[src/rtl/div_unit.sv]
// Multi-cycle restoring divider for DIV/DIVU in the EX stage.
// Produces {remainder, quotient}; signed mode truncates toward zero.
module div_unit #(
    parameter int WIDTH = 32,
    parameter int CNT_W = $clog2(WIDTH + 1)
) (
    input  logic               clk,
    input  logic               rst_n,
    input  logic               signed_div_i,
    input  logic [WIDTH-1:0]   opdata1_i,
    input  logic [WIDTH-1:0]   opdata2_i,
    input  logic               start_i,
    input  logic               annul_i,
    output logic               busy_o,
    output logic               ready_o,
    output logic [2*WIDTH-1:0] result_o
);

    typedef enum logic [1:0] {
        S_FREE    = 2'd0,
        S_BY_ZERO = 2'd1,
        S_ON      = 2'd2,
        S_END     = 2'd3
    } state_e;

    state_e             state_q, state_d;
    logic [CNT_W-1:0]   cnt_q, cnt_d;
    logic [WIDTH-1:0]   rem_q, rem_d;
    logic [WIDTH-1:0]   dq_q, dq_d;
    logic [WIDTH-1:0]   div_q, div_d;
    logic               neg_quo_q, neg_quo_d;
    logic               neg_rem_q, neg_rem_d;
    logic               ready_q, ready_d;
    logic [2*WIDTH-1:0] result_q, result_d;

    logic [WIDTH-1:0]   abs1, abs2;
    logic [WIDTH:0]     shifted;
    logic [WIDTH+1:0]   trial;
    logic               borrow;
    logic [WIDTH-1:0]   rem_step, quo_step;
    logic               last_step;

    // dq_q holds the dividend bits still to be consumed and collects quotient bits from the LSB.
    always_ff @(posedge clk or negedge rst_n) begin
        if (!rst_n) begin
            state_q   <= S_FREE;
            cnt_q     <= '0;
            rem_q     <= '0;
            dq_q      <= '0;
            div_q     <= '0;
            neg_quo_q <= 1'b0;
            neg_rem_q <= 1'b0;
            ready_q   <= 1'b0;
            result_q  <= '0;
        end else begin
            state_q   <= state_d;
            cnt_q     <= cnt_d;
            rem_q     <= rem_d;
            dq_q      <= dq_d;
            div_q     <= div_d;
            neg_quo_q <= neg_quo_d;
            neg_rem_q <= neg_rem_d;
            ready_q   <= ready_d;
            result_q  <= result_d;
        end
    end

    assign last_step = (cnt_q == CNT_W'(WIDTH - 1));

    always_comb begin
        state_d = state_q;
        case (state_q)
            S_FREE: begin
                if (start_i && !annul_i)
                    state_d = (opdata2_i == '0) ? S_BY_ZERO : S_ON;
            end
            S_BY_ZERO: state_d = annul_i ? S_FREE : S_END;
            S_ON: begin
                if (annul_i)
                    state_d = S_FREE;
                else if (last_step)
                    state_d = S_END;
            end
            S_END: begin
                if (annul_i || !start_i)
                    state_d = S_FREE;
            end
            default: state_d = S_FREE;
        endcase
    end

    // The most-negative value negates to itself, which reads correctly as unsigned 2^(WIDTH-1).
    assign abs1 = (signed_div_i && opdata1_i[WIDTH-1]) ? -opdata1_i : opdata1_i;
    assign abs2 = (signed_div_i && opdata2_i[WIDTH-1]) ? -opdata2_i : opdata2_i;

    assign shifted  = {rem_q, dq_q[WIDTH-1]};
    assign trial    = {1'b0, shifted} - {2'b00, div_q};
    assign borrow   = trial[WIDTH+1];
    assign rem_step = borrow ? shifted[WIDTH-1:0] : trial[WIDTH-1:0];
    assign quo_step = {dq_q[WIDTH-2:0], ~borrow};

    always_comb begin
        cnt_d     = cnt_q;
        rem_d     = rem_q;
        dq_d      = dq_q;
        div_d     = div_q;
        neg_quo_d = neg_quo_q;
        neg_rem_d = neg_rem_q;
        ready_d   = 1'b0;
        result_d  = '0;
        case (state_q)
            S_FREE: begin
                if (start_i && !annul_i) begin
                    cnt_d     = '0;
                    rem_d     = '0;
                    dq_d      = (opdata2_i == '0) ? opdata1_i : abs1;
                    div_d     = abs2;
                    neg_quo_d = signed_div_i && (opdata1_i[WIDTH-1] ^ opdata2_i[WIDTH-1]);
                    neg_rem_d = signed_div_i && opdata1_i[WIDTH-1];
                end
            end
            S_BY_ZERO: begin
                rem_d = dq_q;
                dq_d  = '1;
            end
            S_ON: begin
                if (!annul_i) begin
                    cnt_d = cnt_q + CNT_W'(1);
                    if (last_step) begin
                        rem_d = neg_rem_q ? -rem_step : rem_step;
                        dq_d  = neg_quo_q ? -quo_step : quo_step;
                    end else begin
                        rem_d = rem_step;
                        dq_d  = quo_step;
                    end
                end
            end
            S_END: begin
                if (!annul_i && start_i) begin
                    ready_d  = 1'b1;
                    result_d = {rem_q, dq_q};
                end
            end
            default: ;
        endcase
    end

    assign busy_o   = (state_q != S_FREE);
    assign ready_o  = ready_q;
    assign result_o = result_q;

endmodule
[config.mk]
export PLATFORM = sky130hd
export DESIGN_NAME = div_unit
export DESIGN_NICKNAME = d
export VERILOG_FILES = /design/src/rtl/div_unit.sv
export SDC_FILE = /design/constraint.sdc
export NUM_CORES = 1
export LEC_CHECK = 0
export ABC_AREA = 1
export BUFFER_PORTS_ARGS = -buffer_cell sky130_fd_sc_hd__buf_2
export CAP_MARGIN = 20
export CORE_UTILIZATION = 40
export DETAILED_ROUTE_END_ITERATION = 10
export HOLD_SLACK_MARGIN = 0.02
export PLACE_DENSITY = 0.71
export SKIP_CTS_REPAIR_TIMING = 1
export SLEW_MARGIN = 20
export SYNTH_ARGS = -nofsm -noshare
export SYNTH_HDL_FRONTEND = slang
export SYNTH_SLANG_ARGS = --single-unit
[constraint.sdc]
create_clock -name clk -period 3.7 [get_ports clk]
set_input_delay 0.185 -clock clk [delete_from_list [all_inputs] [get_ports clk]]
set_output_delay 0.185 -clock clk [all_outputs]
set_load 0.02 [all_outputs]
==> metrics.log, run 1 <==
INFO  metric drt-pass1-iter-count = 8
INFO  metric antenna_cells = 0
INFO  metric sw_frac_of_total = 55.5%
INFO  metric grtUsageTotal = 26.5%
INFO  metric most-common-layout-cells = sky130_fd_sc_hd__nand2_1, sky130_fd_sc_hd__inv_1, sky130_fd_sc_hd__nor2_1
INFO  metric warnings_from_yosys = 0
INFO  metric relSlewSlack = 43.5%
INFO  metric placed_area = 14600 um^2
INFO  metric cp_data_required_time = 4020 ps
INFO  metric final_layout_size_suffix_gt1_share = 17.9%
INFO  metric fp.dieArea = 33400 um^2
INFO  metric p_comb_share = 71.6%
INFO  metric final_net_count = 2332
INFO  metric worstPathArrival = 3890 ps
INFO  metric multi_input_comb_area = 7730 um^2
INFO  metric final_util = 49.5%
INFO  metric clkTransAtPathRegs = 80 ps
INFO  metric grt_pass1_vias = 12.8k
INFO  metric place_congestion = 0.982
INFO  metric worstSetupStartpointType = flip-flop
INFO  metric cell_leakage_power = 0.00833 uW
INFO  metric initialDrtViolationCount = 1309
INFO  metric hpwlAfterDp = 34.1 mm
INFO  metric synth_async_sr_flop_share = 100%
INFO  metric fin_skew = 20.6 ps
INFO  metric critPathKind = flip-flop to flip-flop
INFO  metric final_min_period_over_clock_period = 96.5%
INFO  metric timing_worst_slew_pin_value = 847 ps
INFO  metric cts_buffer_count = 17
INFO  metric cts_htree_levels = 4
INFO  metric die_h = 183 um
INFO  metric largest_net_degree_at_the_start_of_global_routing = 79
INFO  metric minimum_period_implied_by_the_final_worst_setup_slack = 3570 ps
INFO  metric critical_path.max_fanout = 4
INFO  metric syn_avg_cell_area = 6.43 um^2
INFO  metric cts_sinks = 171
INFO  metric cts_buffer_depth = 2
INFO  metric critical_path.endpoint_type = flip-flop
INFO  metric io_pins = 135
INFO  metric powerDensity = 1080 nW/um^2
INFO  metric core.rowCount = 65
INFO  metric clkLatencyLatePin = 450 ps
INFO  metric syn_inst = 2029
INFO  metric place_ws = -116 ps
INFO  metric reported_max_cap_violation_count = 0
INFO  metric route.detailed.wl_per_inst = 16.7 um
INFO  metric fin_worst_hold_slack = 34.1 ps
INFO  metric yosys_most_used_dff = sky130_fd_sc_hd__dfrtp_1
INFO  metric cp_slowest_stage_delay = 420 ps
INFO  metric placeable_area = 31800 um^2
INFO  metric non_filler_instance_count_after_layout = 2669
INFO  metric vias_per_cell = 5.20
INFO  metric finalWirelength = 44.5 mm
INFO  metric area.growth.synth_to_final = 20.5%
INFO  metric finalSetupViolations = 0
INFO  metric switchingPower = 9380 uW
INFO  metric cts_tree = yes
INFO  metric grt.overflow.total = 0
INFO  metric synth_register_bits = 171
INFO  metric chipWidth = 183 um
INFO  metric final_max_slew_viol_count = 0
INFO  metric detailroute.via_count = 13.9k
INFO  metric placed_cells = 2618
INFO  metric cts-root-buf = sky130_fd_sc_hd__clkbuf_16
INFO  metric vdd_ir_drop_max = 0.557 mV
INFO  metric fillers = 3293
INFO  metric internal_power = 7540 uW
INFO  metric finalInstanceArea = 15700 um^2
INFO  metric initial_core_util = 41.0%
INFO  metric antenna_violations_before_repair = 0
INFO  metric seqCellArea = 4280 um^2
INFO  metric numPortBuffers = 134
INFO  metric max_freq = 280 MHz
INFO  metric p_clk_share = 11.1%
INFO  metric netlist-cell-type-count = 56
INFO  metric drt.antenna.violating_nets = 0
INFO  metric drc_errors = 0
INFO  metric mostFrequentLayoutCell = sky130_fd_sc_hd__nand2_1
INFO  metric yosysSeqAreaShare = 32.8%
INFO  metric grt_first_pass_wirelength = 68.6 mm
INFO  metric post-route-worst-setup-slack = 131 ps
INFO  metric worst_path_max_delay_cell = sky130_fd_sc_hd__dfrtp_1
INFO  metric hold_viol_final = 0
INFO  metric worst_path_most_repeated_cell = sky130_fd_sc_hd__nand2_2
INFO  metric number_of_flops_mapped_to_enable_cells_by_yosys = 0
INFO  metric share_seq_of_total_power = 17.4%
INFO  metric worst_hold_path_type = input pin to flip-flop
INFO  metric outcome = finished clean
INFO  metric synthesis.nets = 2140
INFO  metric grt_setup_unrepaired = yes
INFO  metric synthesis.area = 13100 um^2
==> path summary, 6_finish.rpt <==
path / slack, ps / start / depth (start not counted) / endpoint
worst min-delay path: 30 / opdata2_i[0] / 3 / div_q[0]
worst min register to register: 490 / div_q[22] / 2 / div_q[22]
worst max register to register: 130 / rem_q[7] / 27 / dq_q[28]
max in group asynchronous: 2470 / rst_n / 3 / rem_q[28]
min in group asynchronous: 330 / rst_n / 2 / neg_rem_q
worst max-delay path: 130 / rem_q[7] / 27 / dq_q[28]
==> critical path: cells and delay by family, from the launching register on <==
kind / cells / cell delay, ps
buffers and inverters: 3 / 180
and+or+nand+nor: 18 / 1930
adders and majority gates: 2 / 420
DFF: 1 / 420
AOI/OAI and AO/OA: 4 / 460
==> metrics by stage <==
| step | power (uW) | TNS (ps) |
|---|---|---|
| 2_1_floorplan | 10700 | 0 |
| 3_3_place_gp | 14000 | 0 |
| 3_5_place_dp | 14100 | -200 |
| 4_1_cts | 16000 | -293 |
| 5_1_grt | 18400 | -394 |
| 6_report | 16900 | 0 |
==> cells in the mapped netlist, drive strengths merged (6+ instances only) <==
master  instances  share of area (%)
clkbuf         32               0.95
nand4          19               0.91
inv           300                8.6
ha             41                3.9
nand2         631                 19
nand3b          9               0.52
a21oi          88                3.5
o21ai         150                5.9
o22ai          26                1.2
or2             7               0.34
nand3         113                4.6
xnor2          17                1.1
dfrtp         171                 33
a22oi           7               0.40
a31oi           6               0.29
buf            25                1.3
nor3           36                1.5
nor2          276                8.6
xor2           39                2.6
==> power by group through the flow <==
stage	sequential [uW]	combinational [uW]	clock [uW]
global placement	2890	11100	0
CTS	2880	11300	1910
finish	2940	12100	1870
global route	3000	13400	1970
floorplan	2830	7830	0
detailed placement	2920	11200	0
==> flip-flops by register name (all words and copies together) (netlist names) <==
signal and count:
cnt_q 6, div_q 32, dq_q 32, neg_quo_q 1, neg_rem_q 1, ready_o 1
rem_q 32, result_o 64, state_q 2
==> logic make-up (layout without fill, tap and decap cells) <==
group / after synthesis / after routing / share of synthesized area (%)
buffers and inverters: 363 / 568 / 11.1
AOI/OAI and AO/OA: 292 / 292 / 12.2
xor gates and xnor gates: 56 / 56 / 3.76
adders and majority gates: 42 / 42 / 4.08
and+or+nand+nor: 1105 / 1105 / 36.0
DFF: 171 / 171 / 32.8
==> layer usage <==
metal / vias up / share of wire (%) / global-route usage (%)
met5: - / 0 / 0
met4: 0 / 3.4 / 10.8
met3: 72 / 7.1 / 3.95
met2: 536 / 45 / 41.8
met1: 6504 / 45 / 36.3
li1: 6774 / - / -
==> cell type report <==
cell class | instances | share of cell area, %
clock buffer | 19 | 2.75
clock inverter | 13 | 1.00
inverter | 305 | 7.30
multi-input combinational | 1495 | 49.1
sequential | 171 | 27.2
tap | 435 | 3.46
timing repair buffer | 231 | 9.12
(Power assumes the default switching activity.)
==> inputs of run 2 (changes only) <==
Settings changed: ABC_AREA 1 to unset, SLEW_MARGIN 20 to unset.
==> run 2 against run 1 <==
Effect of this change: the run now ends with negative setup slack left; via count fell by 10%; clock-buffer cell count down 1; register-to-register slack worse by 300 ps; cell area fell by 2.0%; area after synthesis is 5.9% lower; first-iteration DRC count decreased by 15%; maximum frequency shrank 7.8%; clock power down 3%; sequential share of layout area grew 0.53 points; die area shrank 5.8%; power fell by 7.4%; critical endpoint is now rem_q[28]; largest cell class unchanged.
==> metrics.log, run 2 <==
INFO  metric outcome = finished, violations left
INFO  metric violations = negative setup slack
INFO  metric powerDensity = 1020 nW/um^2
INFO  metric grt_pass1_vias = 11.9k
INFO  metric worst_hold_path_type = input pin to flip-flop
INFO  metric vdd_ir_drop_max = 0.583 mV
INFO  metric detailroute.via_count = 12.5k
INFO  metric final_max_slew_viol_count = 0
INFO  metric largest_net_degree_at_the_start_of_global_routing = 72
INFO  metric critical_path.max_fanout = 5
INFO  metric worstSetupStartpointType = flip-flop
INFO  metric most-common-layout-cells = sky130_fd_sc_hd__nand2_1, sky130_fd_sc_hd__dfrtp_1, sky130_fd_sc_hd__buf_4
INFO  metric startpoint = dq_q[31]
INFO  metric cts_tree = yes
INFO  metric initial_core_util = 41.0%
INFO  metric fillers = 2809
INFO  metric worst_r2r_endpoint = rem_q[28]
INFO  metric largest_register_ffs = 64
INFO  metric die_h = 177 um
INFO  metric area.growth.synth_to_final = 25.4%
INFO  metric drt.antenna.violating_nets = 0
INFO  metric synthesis.nets = 1621
INFO  metric yosys_most_used_dff = sky130_fd_sc_hd__dfrtp_1
INFO  metric final_layout_size_suffix_gt1_share = 23.5%
INFO  metric gr-usage-met1 = 33.1%
INFO  metric synth-adder-area-share = 4.34%
INFO  metric grt_first_pass_wirelength = 62.6 mm
INFO  metric synth_register_bits = 171
INFO  metric mostFrequentLayoutCell = sky130_fd_sc_hd__nand2_1
INFO  metric cts_htree_levels = 4
INFO  metric cp_data_required_time = 4030 ps
INFO  metric grt_setup_unrepaired = yes
INFO  metric grt.met2_usage = 42.5%
INFO  metric final_net_count = 1857
INFO  metric post-route-worst-setup-slack = -170 ps
INFO  metric global_route.peak_usage_layer = met2
INFO  metric critical_path.endpoint_type = flip-flop
INFO  metric worst_path_max_delay_cell = sky130_fd_sc_hd__or4b_4
INFO  metric netlist-cell-type-count = 84
INFO  metric endpoint = rem_q[28]
INFO  metric ys_top_cells_by_count = sky130_fd_sc_hd__nand2_1, sky130_fd_sc_hd__dfrtp_1, sky130_fd_sc_hd__nor2_1
INFO  metric numPortBuffers = 134
INFO  metric cts-root-buf = sky130_fd_sc_hd__clkbuf_16
INFO  metric place_congestion = 0.926
INFO  metric syn_avg_cell_area = 8.14 um^2
INFO  metric reported_max_cap_violation_count = 0
INFO  metric global_route.usage.met3 = 3.05%
INFO  metric finalWirelength = 40.0 mm
INFO  metric reg2reg_slack = -170 ps
INFO  metric number_of_flops_mapped_to_enable_cells_by_yosys = 0
INFO  metric initialDrtViolationCount = 1108
INFO  metric io_pins = 135
INFO  metric muxShareOfSynthArea = 1.66%
INFO  metric grtUsageTotal = 25.5%
INFO  metric yosys.area.top_type = sky130_fd_sc_hd__dfrtp_1
INFO  metric max_freq = 258 MHz
INFO  metric fin_skew = 22.0 ps
INFO  metric cts_buffer_count = 17
INFO  metric relSlewSlack = 44.2%
INFO  metric warnings_from_yosys = 0
INFO  metric antenna_violations_before_repair = 1
INFO  metric hpwlAfterDp = 30.1 mm
INFO  metric minimum_period_implied_by_the_final_worst_setup_slack = 3870 ps
INFO  metric drc_errors = 0
INFO  metric cell_leakage_power = 0.00728 uW
INFO  metric critical_path.top_delay_family = simple AND/OR/NAND/NOR gates
INFO  metric vias_per_cell = 5.80
INFO  metric synth_compound_gate_area_share = 22.2%
INFO  metric syn_inst = 1510
INFO  metric final.setup.tns = -884 ps
INFO  metric timing.critical_path.buf_inv = 1
INFO  metric finalSetupViolations = 12
INFO  metric fin_worst_hold_slack = 48.5 ps
INFO  metric synth_async_sr_flop_share = 100%
INFO  metric chipWidth = 177 um
INFO  metric worst_r2r_startpoint = dq_q[31]
INFO  metric yosysTopAreaCellShare = 34.8%
INFO  metric worst_path_most_repeated_cell = sky130_fd_sc_hd__or4b_4
INFO  metric timing.reg2reg.worst_path_depth = 14
INFO  metric yosysSeqAreaShare = 34.8%
INFO  metric critPathKind = flip-flop to flip-flop
INFO  metric synthesis.area = 12300 um^2
INFO  metric synth-xor-area-share = 10.0%
INFO  metric clkLatencyLatePin = 460 ps
INFO  metric route.detailed.wl_per_inst = 18.6 um
INFO  metric drt-pass1-iter-count = 5
INFO  metric fp.dieArea = 31400 um^2
INFO  metric synthesized_area_fraction_occupied_by_and_or_nand_nor_cells = 22.4%
INFO  metric critical_path.cell_chain = inv_2, ha_4, fa_2, nand2b_4, a211o_4, a31o_2, o311a_1, or4b_4, or4b_4, a21boi_4, or2b_4, a41oi_2, xor2_1, o22ai_2
INFO  metric yosys.cell_count.top_type = sky130_fd_sc_hd__nand2_1
INFO  metric place_ws = -181 ps
INFO  metric cts_buffer_depth = 2
INFO  metric grt.overflow.total = 0
INFO  metric antenna_cells = 0
INFO  metric worstPathArrival = 4200 ps
INFO  metric hold_viol_final = 0
INFO  metric final_min_period_over_clock_period = 105%
INFO  metric core.rowCount = 63
INFO  metric synth_top_family_by_area = simple AND/OR/NAND/NOR gates
INFO  metric ys_top_cells_by_area = sky130_fd_sc_hd__dfrtp_1, sky130_fd_sc_hd__nand2_1, sky130_fd_sc_hd__o21ai_0, sky130_fd_sc_hd__a21oi_1, sky130_fd_sc_hd__xnor2_1
INFO  metric cp_slowest_stage_delay = 550 ps
INFO  metric placeable_area = 30000 um^2
INFO  metric clkTransAtPathRegs = 90 ps
INFO  metric timing_worst_slew_pin_value = 836 ps
INFO  metric cts_sinks = 171
INFO  metric critical_path_depth = 14
==> run 2: cell types whose count changed after synthesis, moves of 17 or more <==
cell and delta:
sky130_fd_sc_hd__nand2_1 -429, sky130_fd_sc_hd__o31ai_1 +38, sky130_fd_sc_hd__nand2_2 -21, sky130_fd_sc_hd__a21oi_1 +39
sky130_fd_sc_hd__mux2i_1 +17, sky130_fd_sc_hd__nor2_1 -133, sky130_fd_sc_hd__inv_1 -239, sky130_fd_sc_hd__and3_1 +71
sky130_fd_sc_hd__xnor2_1 +55, sky130_fd_sc_hd__xor2_1 +30, sky130_fd_sc_hd__clkbuf_1 +42, sky130_fd_sc_hd__nand3_1 -88
==> run 2: metrics by stage <==
step           instances  utilization, %  area (um^2)  power [uW]
6_report            2149            51.5        15400       15700
5_1_grt             2149            51.5        15400       16800
4_1_cts             2132            50.0        15000       15000
3_5_place_dp        2100            48.1        14400       13100
3_3_place_gp        2100            48.1        14400       12900
2_1_floorplan       1510               -        12400        9470
==> run 2: how the worst min path moves through the flow <==
stage | startpoint | to | slack (ps) | cells after the start
after floorplan | rst_n | cnt_q[0] | -110 | 0
after global placement | rst_n | result_o[55] | 250 | 1
after detailed placement | rst_n | result_o[55] | 260 | 1
after CTS | rst_n | result_o[58] | -220 | 1
after global routing | opdata2_i[11] | div_q[11] | 60 | 3
final | opdata2_i[11] | div_q[11] | 50 | 3
==> run 2: cells by family after synthesis <==
group                    Yosys count
AND/OR/NAND/NOR                  555
AO/OA/AOI/OAI                    437
flip-flops                       171
buffers and inverters            144
XOR/XNOR                         141
adder cells (fa/ha/maj)           42
multiplexers                      20
==> run 2: final cells by class <==
class | instances | area [um^2] | share of cell area, %
clock inverters | 14 | 145 | 0.942
flip-flops and latches | 171 | 4280 | 27.8
inverters | 53 | 211 | 1.37
clock buffers | 18 | 429 | 2.78
well taps | 390 | 488 | 3.17
repair buffers | 308 | 2050 | 13.3
multi-input cells | 1195 | 7810 | 50.7
==> run 2: tightest hold or removal path, cell delays in order <==
cell and delay [ps]:
sky130_fd_sc_hd__buf_2 100, sky130_fd_sc_hd__xnor2_1 100, sky130_fd_sc_hd__o21ai_0 60
==> run 2: layer usage <==
| layer | vias to the layer above | part of all wire, % |
|---|---|---|
| met5 | - | 0 |
| met4 | 0 | 3.9 |
| met3 | 89 | 4.7 |
| met2 | 428 | 48 |
| met1 | 6033 | 43 |
| li1 | 5910 | - |
==> run 2: where the power goes <==
part	switching (uW)	leakage, uW	internal (uW)
logic	6160	0.00476	4660
registers	614	0.00224	2430
clock network	910	0.000282	902
==> inputs of run 3 (changes only) <==
Settings changed: CORE_ASPECT_RATIO set to 0.7.
==> run 3 against run 2 <==
Effect of this change: the flow still finishes with violations (negative setup slack); worst setup slack better by 8.4 ps; largest power group unchanged; power rose by 3.8%; utilization is 0.53 points higher; global-route usage rose by 0.85 points; register-to-register slack is essentially flat.
==> metrics.log, run 3 (synthesized netlist as in run 2, its figures left out) <==
INFO  metric grtUsageTotal = 26.3%
INFO  metric fin_skew = 11.5 ps
INFO  metric critical_path.cell_chain = inv_2, ha_4, fa_2, nand2b_4, a211o_4, a31o_2, o311a_1, or4b_4, or4b_4, a21boi_4, or2b_4, a41oi_2, xor2_1, o22ai_2
INFO  metric relSlewSlack = 49.3%
INFO  metric placeable_area = 30100 um^2
INFO  metric hpwlAfterDp = 30.9 mm
INFO  metric drt-pass1-iter-count = 7
INFO  metric powerDensity = 1040 nW/um^2
INFO  metric final_layout_size_suffix_gt1_share = 24.9%
INFO  metric max_freq = 259 MHz
INFO  metric drc_errors = 0
INFO  metric core.rowCount = 53
INFO  metric timing_worst_slew_pin_value = 755 ps
INFO  metric non_filler_instance_count_after_layout = 2182
INFO  metric finalWirelength = 41.2 mm
INFO  metric largest_net_degree_at_the_start_of_global_routing = 87
INFO  metric initialDrtViolationCount = 1273
INFO  metric cts-root-buf = sky130_fd_sc_hd__clkbuf_16
INFO  metric cell_leakage_power = 0.00733 uW
INFO  metric final.setup.tns = -1050 ps
INFO  metric fp.dieArea = 31400 um^2
INFO  metric numPortBuffers = 134
INFO  metric worst_path_most_repeated_cell = sky130_fd_sc_hd__or4b_4
INFO  metric worst_hold_path_type = input pin to flip-flop
INFO  metric grt_pass1_vias = 11.7k
INFO  metric final_min_period_over_clock_period = 104%
INFO  metric critPathKind = flip-flop to flip-flop
INFO  metric cp_slowest_stage_delay = 540 ps
INFO  metric route.detailed.wl_per_inst = 18.9 um
INFO  metric area.growth.synth_to_final = 27.4%
INFO  metric hold_viol_final = 0
INFO  metric placed_cells = 2125
INFO  metric grt_setup_unrepaired = yes
INFO  metric final_util = 52.0%
INFO  metric place_congestion = 0.960
INFO  metric grt.overflow.total = 0
INFO  metric drt.antenna.violating_nets = 0
INFO  metric most-common-layout-cells = sky130_fd_sc_hd__buf_4, sky130_fd_sc_hd__dfrtp_1, sky130_fd_sc_hd__nand2_1
INFO  metric largest_register_ffs = 64
INFO  metric cts_buffer_count = 17
INFO  metric initial_core_util = 40.8%
INFO  metric outcome = finished, violations left
INFO  metric finalSetupViolations = 10
INFO  metric final_net_count = 1868
INFO  metric die_h = 149 um
INFO  metric chipWidth = 211 um
INFO  metric worstSetupStartpointType = flip-flop
INFO  metric detailroute.via_count = 12.5k
INFO  metric minimum_period_implied_by_the_final_worst_setup_slack = 3860 ps
INFO  metric io_pins = 135
INFO  metric critical_path.top_delay_family = simple AND/OR/NAND/NOR gates
INFO  metric final_max_slew_viol_count = 0
INFO  metric cts_htree_levels = 4
INFO  metric violations = negative setup slack
INFO  metric critical_path.max_fanout = 5
INFO  metric antenna_cells = 0
INFO  metric mostFrequentLayoutCell = sky130_fd_sc_hd__buf_4
INFO  metric worstPathArrival = 4190 ps
INFO  metric clkLatencyLatePin = 450 ps
INFO  metric fillers = 2859
INFO  metric post-route-worst-setup-slack = -161 ps
INFO  metric grt_first_pass_wirelength = 64.3 mm
INFO  metric reported_max_cap_violation_count = 0
INFO  metric vdd_ir_drop_max = 0.429 mV
INFO  metric cts_buffer_depth = 2
INFO  metric cp_data_required_time = 4030 ps
INFO  metric antenna_violations_before_repair = 0
INFO  metric critical_path.endpoint_type = flip-flop
INFO  metric worst_path_max_delay_cell = sky130_fd_sc_hd__or4b_4
INFO  metric cts_tree = yes
INFO  metric vias_per_cell = 5.74
INFO  metric timing.critical_path.buf_inv = 1
INFO  metric cts_sinks = 171
INFO  metric clkTransAtPathRegs = 70 ps
==> run 3: cell count changes in the layout (fill, tap and decap cells not counted), sizes merged <==
cell,previous run,this run
clkbuf,18,17
bufinv,0,2
inv,61,59
buf,307,318
clkinvlp,0,1
==> run 3: area by class of cell <==
| class | count | area (um^2) | share of cell area [%] |
|---|---|---|---|
| Clock inverter | 15 | 203 | 1.30 |
| Timing Repair Buffer | 319 | 2110 | 13.5 |
| Tap cell | 412 | 515 | 3.29 |
| Multi-Input combinational cell | 1195 | 7920 | 50.6 |
| Inverter | 53 | 204 | 1.30 |
| Sequential cell | 171 | 4280 | 27.3 |
| Clock buffer | 17 | 425 | 2.72 |
==> run 3: final timing paths <==
check,start,to,slack [ps],cells after the start
max,dq_q[31],rem_q[28],-160,14
max in group asynchronous,rst_n,result_o[52],2520,3
max reg2reg,dq_q[31],rem_q[28],-160,14
min reg2reg,div_q[11],div_q[11],480,2
min in group asynchronous,rst_n,result_o[22],220,2
min,opdata2_i[11],div_q[11],30,3
==> run 3: worst min-delay path: cells and delay by family <==
kind,cells,cell delay (ps)
AOI/OAI and AO/OA,1,60
xor gates and xnor gates,1,110
buffers and inverters,1,90
==> run 3: report_power, final <==
group / total (uW) / internal (uW) / switching, uW
combinational: 11300 / 4920 / 6350
sequential: 3070 / 2430 / 640
clock: 1940 / 1040 / 899
==> run 3: metal layers <==
metal,vias up,GRT usage (%),wire [um],share of wire (%)
met2,470,39.2,18100,44
met5,-,0,0,0
met4,0,7.64,846,2.1
met1,6065,38.6,19100,46
li1,5927,-,-,-
met3,61,4.94,3100,7.5
==> run 3: through the flow <==
| step | cell area, um^2 | setup WS, ps | power (uW) | hold WS (ps) |
|---|---|---|---|---|
| final | 15700 | -161 | 16300 | 34.7 |
| after global routing | 15700 | -307 | 17400 | 45.3 |
| after CTS | 15100 | -194 | 15200 | -359 |
| after detailed placement | 14500 | -173 | 13200 | 125 |
| after global placement | 14500 | -102 | 13000 | 116 |
| after floorplan | 12400 | -59.3 | 9470 | -111 |
